[config.mk]
export PLATFORM = sky130hd
export DESIGN_NAME = sample_pairer
export DESIGN_NICKNAME = d
export VERILOG_FILES = /design/src/rtl/sample_pairer_pkg.sv /design/src/rtl/pair_fifo.sv /design/src/rtl/sample_pairer.sv
export SDC_FILE = /design/constraint.sdc
export NUM_CORES = 1
export LEC_CHECK = 0
export ABC_AREA = 0
export ABC_CLOCK_PERIOD_IN_PS = 2400
export CAP_MARGIN = 20
export CORE_MARGIN = 3
export CORE_UTILIZATION = 50
export CTS_BUF_LIST = sky130_fd_sc_hd__clkbuf_8 sky130_fd_sc_hd__clkbuf_16
export DETAILED_ROUTE_END_ITERATION = 7
export PLACE_DENSITY = 0.79
export SYNTH_ARGS = -nofsm -noshare
export SYNTH_HDL_FRONTEND = slang
export SYNTH_SLANG_ARGS = --single-unit
[constraint.sdc]
create_clock -name clk -period 2.4 [get_ports clk]
set_input_delay 0.48 -clock clk [delete_from_list [all_inputs] [get_ports clk]]
set_output_delay 0.48 -clock clk [all_outputs]
set_load 0.01 [all_outputs]
[src/rtl/sample_pairer_pkg.sv]
// rtl/sample_pairer_pkg.sv - state encodings shared by the sample pairer
package sample_pairer_pkg;

    typedef enum logic [1:0] {
        IN_IDLE = 2'd0,
        IN_REQ  = 2'd1,
        IN_REL  = 2'd2
    } in_state_t;

    typedef enum logic {
        OUT_IDLE = 1'b0,
        OUT_ACK  = 1'b1
    } out_state_t;

endpackage

[src/rtl/pair_fifo.sv]
// rtl/pair_fifo.sv - synchronous FIFO of packed sample pairs
module pair_fifo
    import sample_pairer_pkg::*;
#(
    parameter int DDWIDTH = 32,
    parameter int AWIDTH  = 2
) (
    input  logic               clk,
    input  logic               rst,
    input  logic               push,
    input  logic [0:DDWIDTH-1] push_data,
    input  logic               pop,
    output logic [0:DDWIDTH-1] pop_data,
    output logic               full,
    output logic               empty,
    output logic [AWIDTH:0]    count
);

    localparam int DEPTH = 1 << AWIDTH;
    localparam logic [AWIDTH:0] DEPTH_C = (AWIDTH + 1)'(DEPTH);

    logic [0:DDWIDTH-1] mem [DEPTH];
    logic [AWIDTH-1:0]  wr_ptr;
    logic [AWIDTH-1:0]  rd_ptr;
    logic               do_push;
    logic               do_pop;

    assign full     = (count == DEPTH_C);
    assign empty    = (count == '0);
    assign do_push  = push && !full;
    assign do_pop   = pop && !empty;
    assign pop_data = mem[rd_ptr];

    // Storage is not reset; count and pointers alone define what is valid.
    always_ff @(posedge clk) begin
        if (do_push) begin
            mem[wr_ptr] <= push_data;
        end
    end

    always_ff @(posedge clk) begin
        if (rst) begin
            wr_ptr <= '0;
            rd_ptr <= '0;
            count  <= '0;
        end else begin
            if (do_push) begin
                wr_ptr <= wr_ptr + 1'b1;
            end
            if (do_pop) begin
                rd_ptr <= rd_ptr + 1'b1;
            end
            case ({do_push, do_pop})
                2'b10:   count <= count + 1'b1;
                2'b01:   count <= count - 1'b1;
                default: count <= count;
            endcase
        end
    end

endmodule

[src/rtl/sample_pairer.sv]
// rtl/sample_pairer.sv - packs req/ack sample pairs into a FIFO for the filter; SAMPLE_PAIRER_PAIR_CNT_EN adds pair_cnt
module sample_pairer
    import sample_pairer_pkg::*;
#(
    parameter int DWIDTH  = 16,
    parameter int DDWIDTH = 2 * DWIDTH,
    parameter int AWIDTH  = 2
) (
    input  logic               clk,
    input  logic               rst,
    output logic               req_in,
    input  logic               ack_in,
    input  logic [0:DWIDTH-1]  data_in,
    input  logic               req_out,
    output logic               ack_out,
`ifdef SAMPLE_PAIRER_PAIR_CNT_EN
    output logic [0:DDWIDTH-1] data_out,
    output logic [0:15]        pair_cnt
`else
    output logic [0:DDWIDTH-1] data_out
`endif
);

    localparam logic [AWIDTH:0] DEPTH_C = (AWIDTH + 1)'(1 << AWIDTH);

    in_state_t          in_state, in_next;
    out_state_t         out_state, out_next;
    logic               req_in_nxt;
    logic               ack_out_nxt;
    logic               capture;
    logic               phase;
    logic [0:DWIDTH-1]  hold;
    logic               push;
    logic               pop;
    logic [0:DDWIDTH-1] fifo_head;
    logic               fifo_full;
    logic               fifo_empty;
    logic [AWIDTH:0]    fifo_count;

    pair_fifo #(
        .DDWIDTH(DDWIDTH),
        .AWIDTH (AWIDTH)
    ) u_fifo (
        .clk      (clk),
        .rst      (rst),
        .push     (push),
        .push_data({hold, data_in}),
        .pop      (pop),
        .pop_data (fifo_head),
        .full     (fifo_full),
        .empty    (fifo_empty),
        .count    (fifo_count)
    );

    // Requests are only issued with room for a pair, so a phase-1 push never finds the FIFO full.
    always_comb begin
        in_next    = in_state;
        req_in_nxt = req_in;
        capture    = 1'b0;
        case (in_state)
            IN_IDLE: begin
                if (fifo_count < DEPTH_C) begin
                    req_in_nxt = 1'b1;
                    in_next    = IN_REQ;
                end
            end
            IN_REQ: begin
                if (ack_in) begin
                    capture    = 1'b1;
                    req_in_nxt = 1'b0;
                    in_next    = IN_REL;
                end
            end
            IN_REL: begin
                if (!ack_in) begin
                    in_next = IN_IDLE;
                end
            end
            default: begin
                req_in_nxt = 1'b0;
                in_next    = IN_IDLE;
            end
        endcase
    end

    assign push = capture && phase && !fifo_full;

    always_ff @(posedge clk) begin
        if (rst) begin
            in_state <= IN_IDLE;
            req_in   <= 1'b0;
            phase    <= 1'b0;
            hold     <= '0;
        end else begin
            in_state <= in_next;
            req_in   <= req_in_nxt;
            if (capture) begin
                if (!phase) begin
                    hold <= data_in;
                end
                phase <= ~phase;
            end
        end
    end

    always_comb begin
        out_next    = out_state;
        ack_out_nxt = ack_out;
        pop         = 1'b0;
        case (out_state)
            OUT_IDLE: begin
                if (req_out && !fifo_empty) begin
                    pop         = 1'b1;
                    ack_out_nxt = 1'b1;
                    out_next    = OUT_ACK;
                end
            end
            OUT_ACK: begin
                if (!req_out) begin
                    ack_out_nxt = 1'b0;
                    out_next    = OUT_IDLE;
                end
            end
            default: begin
                ack_out_nxt = 1'b0;
                out_next    = OUT_IDLE;
            end
        endcase
    end

    always_ff @(posedge clk) begin
        if (rst) begin
            out_state <= OUT_IDLE;
            ack_out   <= 1'b0;
            data_out  <= '0;
        end else begin
            out_state <= out_next;
            ack_out   <= ack_out_nxt;
            if (pop) begin
                data_out <= fifo_head;
            end
        end
    end

`ifdef SAMPLE_PAIRER_PAIR_CNT_EN
    always_ff @(posedge clk) begin
        if (rst) begin
            pair_cnt <= '0;
        end else if (pop) begin
            pair_cnt <= pair_cnt + 1'b1;
        end
    end
`endif

endmodule

==> impl_metrics.tcl, run 1 <==
set metrics [dict create \
    end_kind "flip-flop" \
    synth_nets 414 \
    timing.rr.start "u_fifo.count[2]" \
    pwr-share-clk_pct 41.1 \
    drt_iter0_drc 251 \
    worst_slew_pin_slew_ns 0.557 \
    synth-edff-count 128 \
    p_per_area_nw_per_um2 776 \
    crit_arrival_ns 2.45 \
    dpl.hpwl_um 7960 \
    wirelength_um 13000 \
    p_switching_mw 1.29 \
    synth_top_family_by_area "multiplexers" \
    slowest_stage "clkdlybuf4s50_1" \
    reg2regPathDepth 9 \
    cts_tree "yes" \
    relSlewSlack_pct 62.8 \
    critPathCapture "u_fifo.count[2]" \
    rsz0062_at_grt "false" \
    numPortBuffers 53 \
    drc 0 \
    areaGrowthSynthToFinish_pct 21.4 \
    vdd_drop_max_uv 499 \
    path_max_fanout 2 \
    htreeDepth 4 \
    place.gp.congestion 0.776 \
    synth_top_cell_area_share_pct 55.5 \
    synth.yosys.warnings 0 \
    synth_area_leaders "edfxtp_1 (55%), dfxtp_1 (18%), mux4_2 (9.7%), a22o_1 (3.8%), nand2_1 (1.9%)" \
    swShare_pct 19.8 \
    finClkSkew_ns 0.00625 \
    async_flop_share_pct 0 \
    status "complete, no violations" \
    max_clock_freq_mhz 477 \
    fin_crit_ns 2.10 \
    clockRootBuffer "clkbuf_16" \
    clock_latency_ns 0.42 \
    drive_gt1_share_pct 19.9 \
    grt_use_total_pct 18.6 \
    clock_path_buffers 2 \
    seqPwrFrac_pct 54.4 \
    yosysSeqAreaShare_pct 73.1 \
    netlist_area_um2 6930 \
    hold_buffers 0 \
    core-area_um2 13400 \
    slowest_delay_ns 0.47 \
    numCtsBuffers 17 \
    num_io_pins 54 \
    synth.top_cells.by_count "edfxtp_1 (128), dfxtp_1 (61), nand2_1 (35)" \
    cp-startpoint "req_out" \
    detail_route.wl_per_cell_um 19.8 \
    die_x_um 124 \
    timing.rr.end "u_fifo.count[2]" \
    firstDrtPassIters 4 \
    fillers 947 \
    clkSinkCount 189 \
    grt_pass1_wl_um 20900 \
    r2r_setup_slack_ns 0.33 \
    p_comb_share_pct 4.4 \
    synth_compound_area_share_pct 6.79 \
    avgSynthCellArea_um2 17.9 \
    antenna_found_initial 0 \
    power.leakage_nw 2.73 \
    rows 42 \
    required_ns 2.75 \
    synthesis.instances 388 \
    ctsResizeCount 0 \
    synth_xor_area_share_pct 0.379 \
    crit_type "in -> reg" \
    synthMuxAreaShare_pct 10.8 \
    synth.largest_area_cell "edfxtp_1" \
    final_net_count 490 \
    internal_power_mw 5.23 \
    die-area_um2 15300 \
    vias 3634 \
    fin_util_pct 62.8 \
    synth-simple-area-share_pct 4.60 \
    ys_ff_latch 189 \
    power.total_mw 6.53 \
    cap_viol_max_count 0 \
    diodes 0 \
    synth_ff_type "edfxtp_1" \
    worstPathCellList "clkdlybuf4s50_1 -> and2b_2 -> nand2_1 -> inv_1 -> ha_1 -> inv_1 -> fa_1 -> xor2_1 -> or3_1 -> a21oi_1" \
    initial_utilization_pct 51.7 \
    hold_depth 1 \
    hold_ws_ns 0.479 \
    grt_overflow_total 0 \
    yosysUniqueCellTypes 44 \
    synth-adder-area-share_pct 1.19 \
    finalCritPeriodShare_pct 87.4 \
    finalSetupViolations 0 \
    grt_pass1_vias 3929 \
    postCtsSetupBuffers 0 \
    grt_max_degree 33 \
    yosysMostFrequentCell "edfxtp_1" \
    finalHoldViolations 0 \
    viasPerCell 5.57 \
    slew_violations 0 \
    crit_path_start_kind "input port" \
    die_y_um 124 \
    path_clk_slew_ns 0.06 \
    final_antenna_net_count 0 \
    crit_top_cell "inv_1" \
    hp-class "reg -> reg" \
]
power by group through the flow:
stage | sequential, mW | combinational, mW | clock (mW)
after floorplan | 3.62 | 0.152 | 0
after global placement | 3.62 | 0.282 | 0
after detailed placement | 3.62 | 0.291 | 0
after CTS | 3.55 | 0.294 | 2.74
after global routing | 3.56 | 0.315 | 2.88
final | 3.55 | 0.289 | 2.69
placed cells by master, fill, tap and decap left out, types with 2 or more instances in the layout:
cell type        instances
a22o_1                  30
dfxtp_1                 60
buf_12                  11
mux4_1                   2
nor2_1                   7
clkbuf_8                 2
clkdlybuf4s50_1         53
inv_1                    9
ha_1                     5
and2_1                   4
nand2_1                 35
nand2b_1                 4
clkinv_1                 3
a21oi_1                 23
clkbuf_16               17
edfxtp_1               128
clkinv_2                 3
buf_4                   14
bufinv_16                2
clkinvlp_4               3
xor2_1                   2
mux4_2                  30
a22o_2                   2
o21ai_0                  4
how the worst min path moves through the flow:
stage | from | end | slack, ns
6_report | data_out[28] | data_out[28] | 0.48
5_1_grt | data_out[8] | data_out[8] | 0.50
4_1_cts | data_out[13] | data_out[13] | 0.48
3_5_place_dp | data_out[13] | data_out[13] | 0.47
3_3_place_gp | data_out[29] | data_out[29] | 0.46
2_1_floorplan | hold[15] | u_fifo.mem[0][16] | 0.46
per-layer routing:
layer / GRT usage (%) / wire length, µm / vias to the layer above
li1: - / - / 1660
met1: 23.5 / 5430 / 1852
met2: 31.5 / 6820 / 106
met3: 4.90 / 554 / 16
met4: 5.67 / 155 / 0
met5: 0 / 0 / -
cells by family after synthesis:
group | Yosys count
simple gates | 63
xor+xnor | 3
compound gates | 64
fa+ha+maj | 6
buf+inv | 29
mux | 34
flops | 189
flip-flops by register name, indices dropped and copies added (netlist names):
signal	flops
ack_out	1
data_out	32
hold	16
in_state	2
out_state	1
phase	1
req_in	1
u_fifo.count	3
u_fifo.mem	128
u_fifo.rd_ptr	2
u_fifo.wr_ptr	2
final cells by class:
type | count | area, µm² | share of cell area, %
clock buffers | 19 | 453 | 5.38
well taps | 176 | 220 | 2.62
flip-flops and latches | 189 | 5070 | 60.2
repair buffers | 78 | 856 | 10.2
multi-input cells | 170 | 1670 | 19.8
clock inverters | 13 | 121 | 1.44
inverters | 8 | 30.0 | 0.357
metrics by stage:
step,cells,instance area (µm²),TNS [ns],worst slack (ns)
finish,653,8420,0,0.303
global route,653,8420,0,0.190
CTS,653,8420,0,0.332
detailed placement,621,7840,-0.118,-0.118
global placement,621,7840,-0.0702,-0.0702
floorplan,388,6930,0,0.307
worst max-delay path: cells and delay by family:
| family | cells | cell delay (ns) |
|---|---|---|
| buffers and inverters | 3 | 0.60 |
| AOI/OAI and AO/OA | 1 | 0.14 |
| xor gates and xnor gates | 1 | 0.16 |
| adders and majority gates | 2 | 0.53 |
| and+or+nand+nor | 3 | 0.52 |
(Power assumes the default switching activity.)
==> inputs of run 2 (changes only) <==
Settings changed: CORE_ASPECT_RATIO set to 0.7.
==> run 2 against run 1 <==
Sequential share of layout area rose by 0.61 points. Non-clock buffer count fell by 2. Register-to-register slack got worse by 0.05 ns. First-iteration DRC count fell by 32%. Clock power fell by 2%. Wire length fell by 4.1%. Clock-buffer cell count fell by 2. Fmax fell by 1.0%. Total power fell by 0.85%.
==> impl_metrics.tcl, run 2 (synthesis results as in run 1) <==
set metrics [dict create \
    antenna_found_initial 0 \
    diodes 0 \
    grt_pass1_wl_um 20200 \
    dpl.hpwl_um 7590 \
    ctsResizeCount 0 \
    detail_route.wl_per_cell_um 18.8 \
    path_clk_slew_ns 0.06 \
    critPathTopFamily "buffers and inverters" \
    tns_ns 0 \
    relSlewSlack_pct 67.3 \
    clock_latency_ns 0.42 \
    routed.top_layer "met4" \
    clockRootBuffer "clkbuf_16" \
    vias 3585 \
    slowest_stage "clkdlybuf4s50_1" \
    grt_pass1_vias 3875 \
    rows 35 \
    finalCritPeriodShare_pct 88.3 \
    seqPwrFrac_pct 54.8 \
    die_y_um 105 \
    slowest_delay_ns 0.47 \
    worst_slew_pin_slew_ns 0.490 \
    vdd_drop_max_uv 535 \
    p_comb_share_pct 4.3 \
    num_io_pins 54 \
    numCtsBuffers 17 \
    p_switching_mw 1.37 \
    postCtsSetupBuffers 0 \
    finalHoldViolations 0 \
    top_regs "u_fifo.mem (128), data_out (32), hold (16)" \
    wirelength_um 12400 \
    crit_top_cell "inv_1" \
    internal_power_mw 5.10 \
    die-area_um2 15300 \
    required_ns 2.75 \
    slew_violations 0 \
    layout_common_cells "edfxtp_1 (128), dfxtp_1 (60), clkdlybuf4s50_1 (53)" \
    grt_max_degree 33 \
    htreeDepth 4 \
    initial_utilization_pct 51.9 \
    die_x_um 147 \
    hp-class "reg -> reg" \
    cts_tree "yes" \
    finClkSkew_ns 0.0162 \
    place.gp.congestion 0.757 \
    layout.cells.non_filler 660 \
    pwr-share-clk_pct 40.9 \
    m1WireLength_um 5380 \
    cap_viol_max_count 0 \
    hold_buffers 0 \
    largest_register_ff_count 128 \
    viasPerCell 5.43 \
    rsz0062_at_grt "false" \
    max_clock_freq_mhz 472 \
    regMostFlops "u_fifo.mem" \
    final_net_count 488 \
    place_inst 628 \
    firstDrtPassIters 4 \
    path_max_fanout 2 \
    fillers 952 \
    hold_ws_ns 0.481 \
    fin_crit_ns 2.12 \
    swShare_pct 21.2 \
    crit_type "in -> reg" \
    areaGrowthSynthToFinish_pct 20.2 \
    clock_path_buffers 2 \
    core-area_um2 13400 \
    power.total_mw 6.47 \
    dr_wl_met2_um 6110 \
    grt_use_total_pct 17.2 \
    wl_met3_um 739 \
    p_per_area_nw_per_um2 777 \
    status "complete, no violations" \
    end_kind "flip-flop" \
    crit_path_start_kind "input port" \
    mostFrequentLayoutCell "edfxtp_1" \
    cp_num_buf_inv 3 \
    final_antenna_net_count 0 \
    clkSinkCount 189 \
    crit_arrival_ns 2.47 \
    power.leakage_nw 2.69 \
    grt_overflow_total 0 \
    drive_gt1_share_pct 20.2 \
    numPortBuffers 53 \
    drc 0 \
    worstPathCellList "clkdlybuf4s50_1 -> and2b_2 -> nand2_1 -> inv_1 -> ha_1 -> inv_1 -> fa_1 -> xor2_1 -> or3_1 -> a21oi_1" \
    finalSetupViolations 0 \
    drt_iter0_drc 170 \
]
==> run 2: cell types whose count changed in the layout (fill, tap and decap cells not counted) <==
cell	before	now
buf_12	11	5
clkinv_4	0	5
buf_4	14	18
clkinv_1	3	0
clkbuf_8	2	0
clkinv_2	3	1
inv_6	1	3
bufinv_16	2	1
inv_8	0	1
==> run 2: final timing paths <==
check,start,endpoint,slack [ns],cells after the start
max,req_out,u_fifo.count[2],0.28,10
min,data_out[28],data_out[28],0.48,1
min reg2reg,data_out[28],data_out[28],0.48,1
max reg2reg,u_fifo.count[2],u_fifo.count[2],0.28,9
==> run 2: per-layer routing <==
metal | GRT usage [%] | up-vias
li1 | - | 1658
met1 | 22.4 | 1810
met2 | 28.8 | 101
met3 | 4.27 | 16
met4 | 5.37 | 0
met5 | 0 | -
==> run 2: area by class of cell <==
cell class	count	area, µm²	area share (%)
clock buffer	17	425	5.11
tap	185	231	2.78
clock inverter	15	143	1.71
timing repair buffer	76	766	9.19
sequential	189	5070	60.8
multi-input combinational	170	1670	20.0
inverter	8	30.0	0.360
==> run 2: power groups by stage <==
stage          Combinational, mW  Clock, mW  Sequential [mW]
2_1_floorplan              0.152          0             3.62
3_3_place_gp               0.273          0             3.62
5_1_grt                    0.303       2.82             3.56
6_report                   0.278       2.64             3.55
4_1_cts                    0.283       2.69             3.55
3_5_place_dp               0.281          0             3.62
==> run 2: through the flow <==
stage                     worst slack, ns  utilization (%)  cell area (µm²)
final                               0.281             62.4             8330
after global routing                0.199             62.4             8330
after CTS                           0.302             62.4             8330
after detailed placement           -0.142             58.1             7760
after global placement            -0.0418             58.1             7760
after floorplan                     0.307                -             6930
==> inputs of run 3 (changes only) <==
Settings changed: CORE_UTILIZATION 50 to 57, PLACE_DENSITY 0.79 to 0.87, SLEW_MARGIN set to 25.
==> run 3 against run 2 <==
Global-route usage rose by 3.5 points. Largest power group unchanged. Critical endpoint unchanged. Register-to-register slack lost 0.06 ns. Combinational power up 2%. Sequential cell count unchanged.
==> impl_metrics.tcl, run 3 (synthesis results as in run 1) <==
set metrics [dict create \
    hold_ws_ns 0.478 \
    wirelength_um 12900 \
    crit_arrival_ns 2.55 \
    dpl.hpwl_um 7530 \
    power.total_mw 6.68 \
    diodes 0 \
    required_ns 2.75 \
    clock_latency_ns 0.42 \
    path_max_fanout 2 \
    detail_route.wl_per_cell_um 20.5 \
    layout_common_cells "edfxtp_1 (128), dfxtp_1 (60), clkdlybuf4s50_1 (53)" \
    die_y_um 98.3 \
    final_net_count 487 \
    die-area_um2 13500 \
    initial_utilization_pct 58.7 \
    cts_tree "yes" \
    end_kind "flip-flop" \
    grt_pass1_vias 3919 \
    pre_cts_slack_ns -0.131 \
    finalCritPeriodShare_pct 91.3 \
    rsz0062_at_grt "false" \
    vias 3631 \
    crit_path_start_kind "input port" \
    antenna_found_initial 0 \
    grt_use_total_pct 20.7 \
    finalSetupViolations 0 \
    grt_max_degree 35 \
    worst_slew_pin_slew_ns 0.495 \
    viasPerCell 5.75 \
    die_x_um 138 \
    fin_ws_ns 0.208 \
    grt_overflow_total 0 \
    fillers 745 \
    areaGrowthSynthToFinish_pct 20.2 \
    cap_viol_max_count 0 \
    place.gp.congestion 0.769 \
    drc 0 \
    mostFrequentLayoutCell "edfxtp_1" \
    top_regs "u_fifo.mem (128), data_out (32), hold (16)" \
    final_antenna_net_count 0 \
    finalHoldViolations 0 \
    largest_register_ff_count 128 \
    postCtsSetupBuffers 0 \
    relSlewSlack_pct 67.0 \
    htreeDepth 4 \
    grt_pass1_wl_um 20700 \
    slew_violations 0 \
    p_per_area_nw_per_um2 802 \
    clockRootBuffer "clkbuf_16" \
    path_clk_slew_ns 0.07 \
    ctsResizeCount 0 \
    finClkSkew_ns 0.00642 \
    rows 33 \
    core-area_um2 11800 \
    power.leakage_nw 2.71 \
    vdd_drop_max_uv 603 \
    place_area_um2 7720 \
    numPortBuffers 53 \
    numCtsBuffers 17 \
    final_cell_area_um2 8330 \
    fin_crit_ns 2.19 \
    firstDrtPassIters 4 \
    clkSinkCount 189 \
    drive_gt1_share_pct 20.3 \
    regMostFlops "u_fifo.mem" \
    status "complete, no violations" \
    hp-class "reg -> reg" \
    hold_buffers 0 \
    max_clock_freq_mhz 456 \
    clock_path_buffers 2 \
    crit_type "in -> reg" \
    drt_iter0_drc 248 \
    num_io_pins 54 \
    tns_ns 0 \
]
run 3: path summary, 6_finish.rpt:
check                   from              end  slack, ns  cells after the start
min reg2reg     data_out[29]     data_out[29]       0.48                      1
max                  req_out  u_fifo.count[2]       0.21                     10
min             data_out[29]     data_out[29]       0.48                      1
max reg2reg  u_fifo.count[2]  u_fifo.count[2]       0.22                      9
run 3: routing by layer:
metal / GRT usage (%) / part of all wire, %
met5: 0 / 0
met4: 7.67 / 1.5
met3: 5.30 / 6.6
met2: 33.3 / 49
met1: 27.6 / 43
run 3: worst max-delay path, cell delays in order:
cell and delay [ns]:
clkdlybuf4s50_1 0.48, and2b_2 0.15, nand2_1 0.07, inv_1 0.08, ha_1 0.17, inv_1 0.06
fa_1 0.38, xor2_1 0.17, or3_1 0.34, a21oi_1 0.16
run 3: area by class of cell:
type / instances / area (µm²) / share of cell area [%]
sequential: 189 / 5070 / 60.8
timing repair buffer: 75 / 771 / 9.25
multi-input combinational: 170 / 1660 / 19.9
clock inverter: 14 / 169 / 2.03
inverter: 8 / 30.0 / 0.360
clock buffer: 18 / 439 / 5.27
tap: 157 / 196 / 2.36
run 3: where the power goes:
group | switching, mW | internal (mW) | leakage [nW]
Combinational | 0.141 | 0.142 | 0.773
Clock | 1.18 | 1.67 | 0.296
Sequential | 0.0367 | 3.51 | 1.64
run 3: per-stage QoR:
stage	utilization, %	instances
after floorplan	-	388
after global routing	70.6	631
after CTS	70.6	631
after global placement	65.4	599
final	70.6	631
after detailed placement	65.4	599
